==> config.mk <==
export PLATFORM = sky130hd
export DESIGN_NAME = rr_decode_sequencer
export DESIGN_NICKNAME = d
export VERILOG_FILES = /design/src/rtl/rr_decode_sequencer.sv
export SDC_FILE = /design/constraint.sdc
export NUM_CORES = 1
export LEC_CHECK = 0
export ABC_AREA = 1
export CAP_MARGIN = 20
export CORE_UTILIZATION = 50
export CTS_CLUSTER_SIZE = 16
export DETAILED_ROUTE_END_ITERATION = 6
export GPL_TIMING_DRIVEN = 0
export HOLD_SLACK_MARGIN = 0.15
export MAX_ROUTING_LAYER = met4
export PLACE_DENSITY = 0.72
export SETUP_SLACK_MARGIN = 0.3
export SLEW_MARGIN = 30
export SYNTH_ARGS = -nofsm -noshare
export SYNTH_HDL_FRONTEND = slang
export SYNTH_SLANG_ARGS = --single-unit
==> constraint.sdc <==
create_clock -name clk -period 1.5 [get_ports clk]
set_input_delay 0.3 -clock clk [delete_from_list [all_inputs] [get_ports clk]]
set_output_delay 0.3 -clock clk [all_outputs]
set_load 0.03 [all_outputs]
==> src/rtl/rr_decode_sequencer.sv <==
// Four-way round-robin sequencer driving a 2-to-4 active-low decoder: one grant at a time,
// each grant followed by a single dead cycle so decoder outputs never overlap.
module rr_decode_sequencer #(
    parameter int unsigned MAX_HOLD = 8
) (
    input  logic       clk,
    input  logic       rst_n,
    input  logic [3:0] req,
    input  logic       done,
    output logic       sel_a,
    output logic       sel_b,
    output logic       enable_n,
    output logic       busy,
    output logic [1:0] ptr
);

    typedef enum logic [1:0] {S_IDLE, S_GRANT, S_GAP} state_t;

    localparam logic [7:0] HOLD_LAST = 8'(MAX_HOLD - 1);

    state_t     state_q, state_d;
    logic [1:0] sel_q, sel_d;
    logic [1:0] ptr_q, ptr_d;
    logic       en_n_q, en_n_d;
    logic       busy_q, busy_d;
    logic [7:0] hold_q, hold_d;

    logic [2:0] win;
    logic       release_c;

    // Returns {found, index}; descending scan so the smallest offset from start wins.
    function automatic logic [2:0] pick(input logic [3:0] r, input logic [1:0] start);
        logic [2:0] res;
        logic [1:0] idx;
        res = '0;
        for (int i = 3; i >= 0; i--) begin
            idx = start + 2'(i);
            if (r[idx]) res = {1'b1, idx};
        end
        return res;
    endfunction

    assign win       = pick(req, ptr_q);
    assign release_c = !req[sel_q] || done || (hold_q == HOLD_LAST);

    always_ff @(posedge clk or negedge rst_n) begin
        if (!rst_n) begin
            state_q <= S_IDLE;
            sel_q   <= 2'b00;
            ptr_q   <= 2'b00;
            en_n_q  <= 1'b1;
            busy_q  <= 1'b0;
            hold_q  <= 8'd0;
        end else begin
            state_q <= state_d;
            sel_q   <= sel_d;
            ptr_q   <= ptr_d;
            en_n_q  <= en_n_d;
            busy_q  <= busy_d;
            hold_q  <= hold_d;
        end
    end

    always_comb begin
        state_d = state_q;
        sel_d   = sel_q;
        ptr_d   = ptr_q;
        en_n_d  = en_n_q;
        busy_d  = busy_q;
        hold_d  = hold_q;
        case (state_q)
            S_IDLE, S_GAP: begin
                if (win[2]) begin
                    state_d = S_GRANT;
                    sel_d   = win[1:0];
                    en_n_d  = 1'b0;
                    busy_d  = 1'b1;
                    hold_d  = 8'd0;
                end else begin
                    state_d = S_IDLE;
                    en_n_d  = 1'b1;
                    busy_d  = 1'b0;
                end
            end
            S_GRANT: begin
                // Any combination of release causes yields a single release and one ptr step.
                if (release_c) begin
                    state_d = S_GAP;
                    en_n_d  = 1'b1;
                    busy_d  = 1'b0;
                    ptr_d   = sel_q + 2'd1;
                end else begin
                    hold_d = hold_q + 8'd1;
                end
            end
            default: state_d = S_IDLE;
        endcase
    end

    assign sel_a    = sel_q[1];
    assign sel_b    = sel_q[0];
    assign enable_n = en_n_q;
    assign busy     = busy_q;
    assign ptr      = ptr_q;

endmodule

# Yosys cells after proc, flatten, opt, wreduce, memory -nomap -nowiden
# Cells that the tools add are included.
# totals
reg_bits	16
in_bits	7
output_inout_bits	6
wordCells	58
# classes
add_sub_neg	5
order_cmp	5
eq_ne	6
mux	26
reduce_logical	10
# op_table
op	count
$mux W8	2
$pmux W8 S2	1
$lt A2 B3 Y1 const B	5
$mux W3	4
$bmux W1 S2	5
$mux W1	10
$add A8 B1 Y8 const B	1
$eq A8 B3 Y1 const B	1
$ne A2 B2 Y1 const B	3
$reduce_and A2 Y1	3
$add A2 B1 Y2 const B	2
$add A2 B2 Y2 const B	2
$pmux W1 S2	2
$pmux W2 S2	1
$reduce_and A3 Y1	1
$eq A2 B1 Y1 const B	1
$eq A2 B2 Y1 const B	1
$logic_not A2 Y1	1
$logic_or A1 B1 Y1	2
$mux W2	1
$reduce_bool A2 Y1	1
$reduce_or A2 Y1	1
$logic_not A1 Y1	1

# Longest topological paths before layout
# logic_depth
word_depth	9
ltp_mapped	12
ltp_nobuf	11

# Least setup slack after synthesis
# Ideal clock, no wire load.
# synth_path
path_type	register to register
from	register ptr_q[0], in the netlist ptr[0]
to	register hold_q[3]
setup_ns	0.069
arrival_ns	1.456
required_ns	1.431
setup_slack_ns	-0.025
path_stages_with_launch	13
n_path_buf	2
period_less_slack_ns	1.525
cell_sequence	dfrtp_1 > buf_6 > inv_6 > nand2_1 > nand2_2 > nand2_4 > nand2_4 > nor2_4 > nand2_2 > nand2_2 > buf_6 > nand2_2 > nor2_2
# synth_between
elab_chain_len	9
elab_cells_between_ends	17
classes_between	add/sub: 3; eq/ne: 1; mux: 12; reduce/logical: 1
# synth_lines
item	line	text
start, declared	23	logic [1:0] ptr_q, ptr_d;
start signal, assigned	57	ptr_q <= ptr_d;
$add A2 B2 Y2	37	idx = start + 2'(i);
$bmux W1 S2	38	if (r[idx]) res = {1'b1, idx};
$mux W1 (not written as such)	38	
$mux W3 (3 in a row)	38	
$mux W3 *	38	
$ne A2 B2 Y1 (no line) *	--	
$reduce_and A3 Y1 (no line) *	--	
end signal, assigned	60	hold_q <= hold_d;
end, declared	26	logic [7:0] hold_q, hold_d;
# Every way passes the cells marked *; elsewhere a longest branch is shown, timed or not. The select of a mux whose other input is x is not followed.
# A chain may end at the register's enable or synchronous reset.

# Final worst setup path
# layout_path
from	register ptr_q[0], in the netlist ptr[0]
to	register hold_q[2]
# Same word-level chain as after synthesis.

==> out/results.txt <==
Total GRT Usage = 23.4%
Buf+Inv Stages, Crit Path = 2
GRT overflow = 0
die area = 2540 sq um
# clock sinks = 16
Final #Nets = 207
largest net degree at the start of global routing = 17
Layout area overhead = 42.6%
Cells after Synth = 166
CTS tree = built
Max Fclk = 650 MHz
Iteration-0 DRC Markers = 47
fraction of layout cells with a size suffix above 1 = 46.5%
RSZ-0062 raised after global routing = yes
Vias/cell = 5.21
Root Buffer Master = clkbuf_4
register area share after synthesis = 34.3%
Leak = 0.883 nW
CORE AREA = 2210 sq um
clock-pin slew on the worst setup and hold paths = 90 ps
Worst R2R End = hold_q[2]
syn avg cell area = 7.06 sq um
Pwr per Cell Area = 2090 nW/um^2
Netlist cell types = 24
Rows = 17
Rel. slew slack = 50.3%
antenna violations before repair = 0
Die Y-Extent = 50.4 microns
WL/cell = 12.4 microns
Cell Area, Synth = 1170 sq um
# setup viols final = 5
pre-CTS WS = -236 ps
Worst setup EP type = flip-flop
# diodes = 0
cell repeated most along the worst path = nand2_2
worst r2r src = ptr[0]
DRC Markers = 0
crit start category = flip-flop
CTS H-tree lvls = 1
CP Cell Sequence = buf_12 > nand2_2 > nand2_2 > nand2_2 > nand2_2 > nor2_4 > nand2_2 > nand2_4 > buf_6 > nand2_4 > nand2_1 > nand2_1
Placement Cell Area = 1360 sq um
worst-path maximum fanout = 8
syn_nets = 174
Placer Congestion = 0.844
Max Cap Viol = 0
placed cells = 206
dpl hpwl = 1.85 mm
Die X-Extent = 50.4 microns
Via Count = 1177
status = finished with violations
# fillers = 153
Port Buffers = 12
first-pass GRT wire length = 4.35 mm
clock buffer depth = 2
Peak VDD IR = 1350 uV
fin cells = 226
Least-Margin Pin Slew = 744 ps
Hold WS = 452 ps
latest clock arrival within the worst-skew pair = 280 ps
initial core utilization = 53.0%
IO Pins = 13
Clock Skew = 3.40 ps
required time of the critical path = 1680 ps
number of global-route vias before repair = 1023
Setup CP Type = reg -> reg
post-route setup slack = -37.9 ps
FF-to-FF path depth = 12
period utilisation layout = 103%
post-route cell area = 1670 sq um
Num CTS Buffers = 3
Period minus WS final = 1540 ps
violated checks = negative setup slack
Worst Hold Class = in -> async
Pins Over Slew Limit = 0
Synth Warn # = 0
slowest stage delay, CP = 430 ps
router iterations before antenna repair = 5
Final ANT Viol Nets = 0
Routed Wire Length = 2.81 mm
register bit total from synthesis = 16
final hold vios = 0
crit path DAT = 1720 ps
Worst path slowest cell = dfrtp_2
R2R setup slack = -40 ps
Final TNS setup = -106 ps
crit-path leading delay family = simple AND/OR/NAND/NOR gates
cells by family (layout without fill, tap and decap cells):
group	count (synthesis)	in the layout	share of synthesized area (%)
XOR/XNOR	1	1	0.747
AO/OA/AOI/OAI	9	9	4.27
buffers and inverters	27	59	10.5
adder cells (fa/ha/maj)	1	1	1.07
AND/OR/NAND/NOR	112	112	49.2
flip-flops	16	16	34.3
worst reg2reg max path, cell delays in order (launching register included):
cell and delay [ps]:
dfrtp_2 430, buf_12 150, nand2_2 70, nand2_2 80, nand2_2 60, nand2_2 70
nor2_4 130, nand2_2 70, nand2_4 110, buf_6 120, nand2_4 40, nand2_1 50
nand2_1 50
sequential cells by signal (all words and copies together), names as in the netlist:
signal,count
busy,1
enable_n,1
hold_q,8
ptr,2
sel_q,2
state_q,2
power breakdown:
group	internal, W	total (W)	switching (W)
Combinational	0.00113	0.00253	0.00140
Clock	0.000103	0.000233	0.000130
Sequential	0.000583	0.000726	0.000143
Total	0.00182	0.00349	0.00167
cell usage in the layout (no fill, tap or decap), drive strengths merged:
cell | Yosys | final
nand4 | 4 | 4
and2 | 2 | 2
nand3 | 22 | 22
inv | 24 | 24
o21bai | 2 | 2
dlymetal6s2s | 0 | 4
clkbuf | 0 | 5
nor2 | 17 | 17
clkdlybuf4s50 | 0 | 2
ha | 1 | 1
dfstp | 1 | 1
nor4 | 1 | 1
o21ai | 4 | 4
buf | 3 | 24
nor3 | 1 | 1
dfrtp | 15 | 15
a21oi | 3 | 3
nand2 | 65 | 65
xnor2 | 1 | 1
stage by stage:
stage	util, %	total power (W)
after global routing	75.6	0.00376
final	75.6	0.00349
after CTS	70.2	0.00319
after global placement	61.5	0.00246
after detailed placement	61.5	0.00250
after floorplan	-	0.00209
how the worst max path moves through the flow:
| stage | start | to | slack [ps] | depth (start not counted) |
|---|---|---|---|---|
| after global routing | ptr[0] | hold_q[4] | -110 | 13 |
| after CTS | ptr[0] | hold_q[2] | 2 | 12 |
| after detailed placement | req[0] | hold_q[5] | -240 | 11 |
| after global placement | req[2] | sel_q[1] | -210 | 9 |
| final | ptr[0] | hold_q[2] | -40 | 12 |
| after floorplan | ptr[0] | sel_q[0] | 40 | 12 |
layer usage:
metal | part of all wire [%] | global-route usage [%] | routed length (microns)
met4 | 0.57 | 9.72 | 16
met2 | 53 | 41.1 | 1500
met5 | 0 | - | 0
met3 | 3.9 | 2.12 | 110
met1 | 42 | 27.2 | 1180
what timing repair did:
action                                  4_1_cts  5_1_grt
endpoints found under the setup margin       22       21
setup buffers                                10        5
gates resized for setup                      50       34
hold buffers                                  0        0
pin swaps                                     7       13
cloned                                        1        0
cell usage after synthesis (all sizes together):
| library cell | count | area (sq um) |
|---|---|---|
| nand3 | 22 | 125 |
| nor2 | 17 | 98.8 |
| buf | 3 | 27.5 |
| o21bai | 2 | 15.0 |
| nand4 | 4 | 25.0 |
| nand2 | 65 | 304 |
| nor4 | 1 | 6.26 |
| ha | 1 | 12.5 |
| nor3 | 1 | 5.00 |
| a21oi | 3 | 15.0 |
| o21ai | 4 | 20.0 |
| dfrtp | 15 | 375 |
| inv | 24 | 95.1 |
| dfstp | 1 | 26.3 |
| and2 | 2 | 12.5 |
| xnor2 | 1 | 8.76 |
cell type report:
class,count,area (sq um),share of cell area [%]
inverter,24,97.6,5.84
clock buffer,4,26.3,1.57
timing repair buffer,28,285,17.1
multi-input combinational,123,778,46.6
tap,28,35.0,2.10
sequential,16,407,24.3
buffer,3,42.5,2.54
No activity file was read; power rests on OpenSTA's default activity.
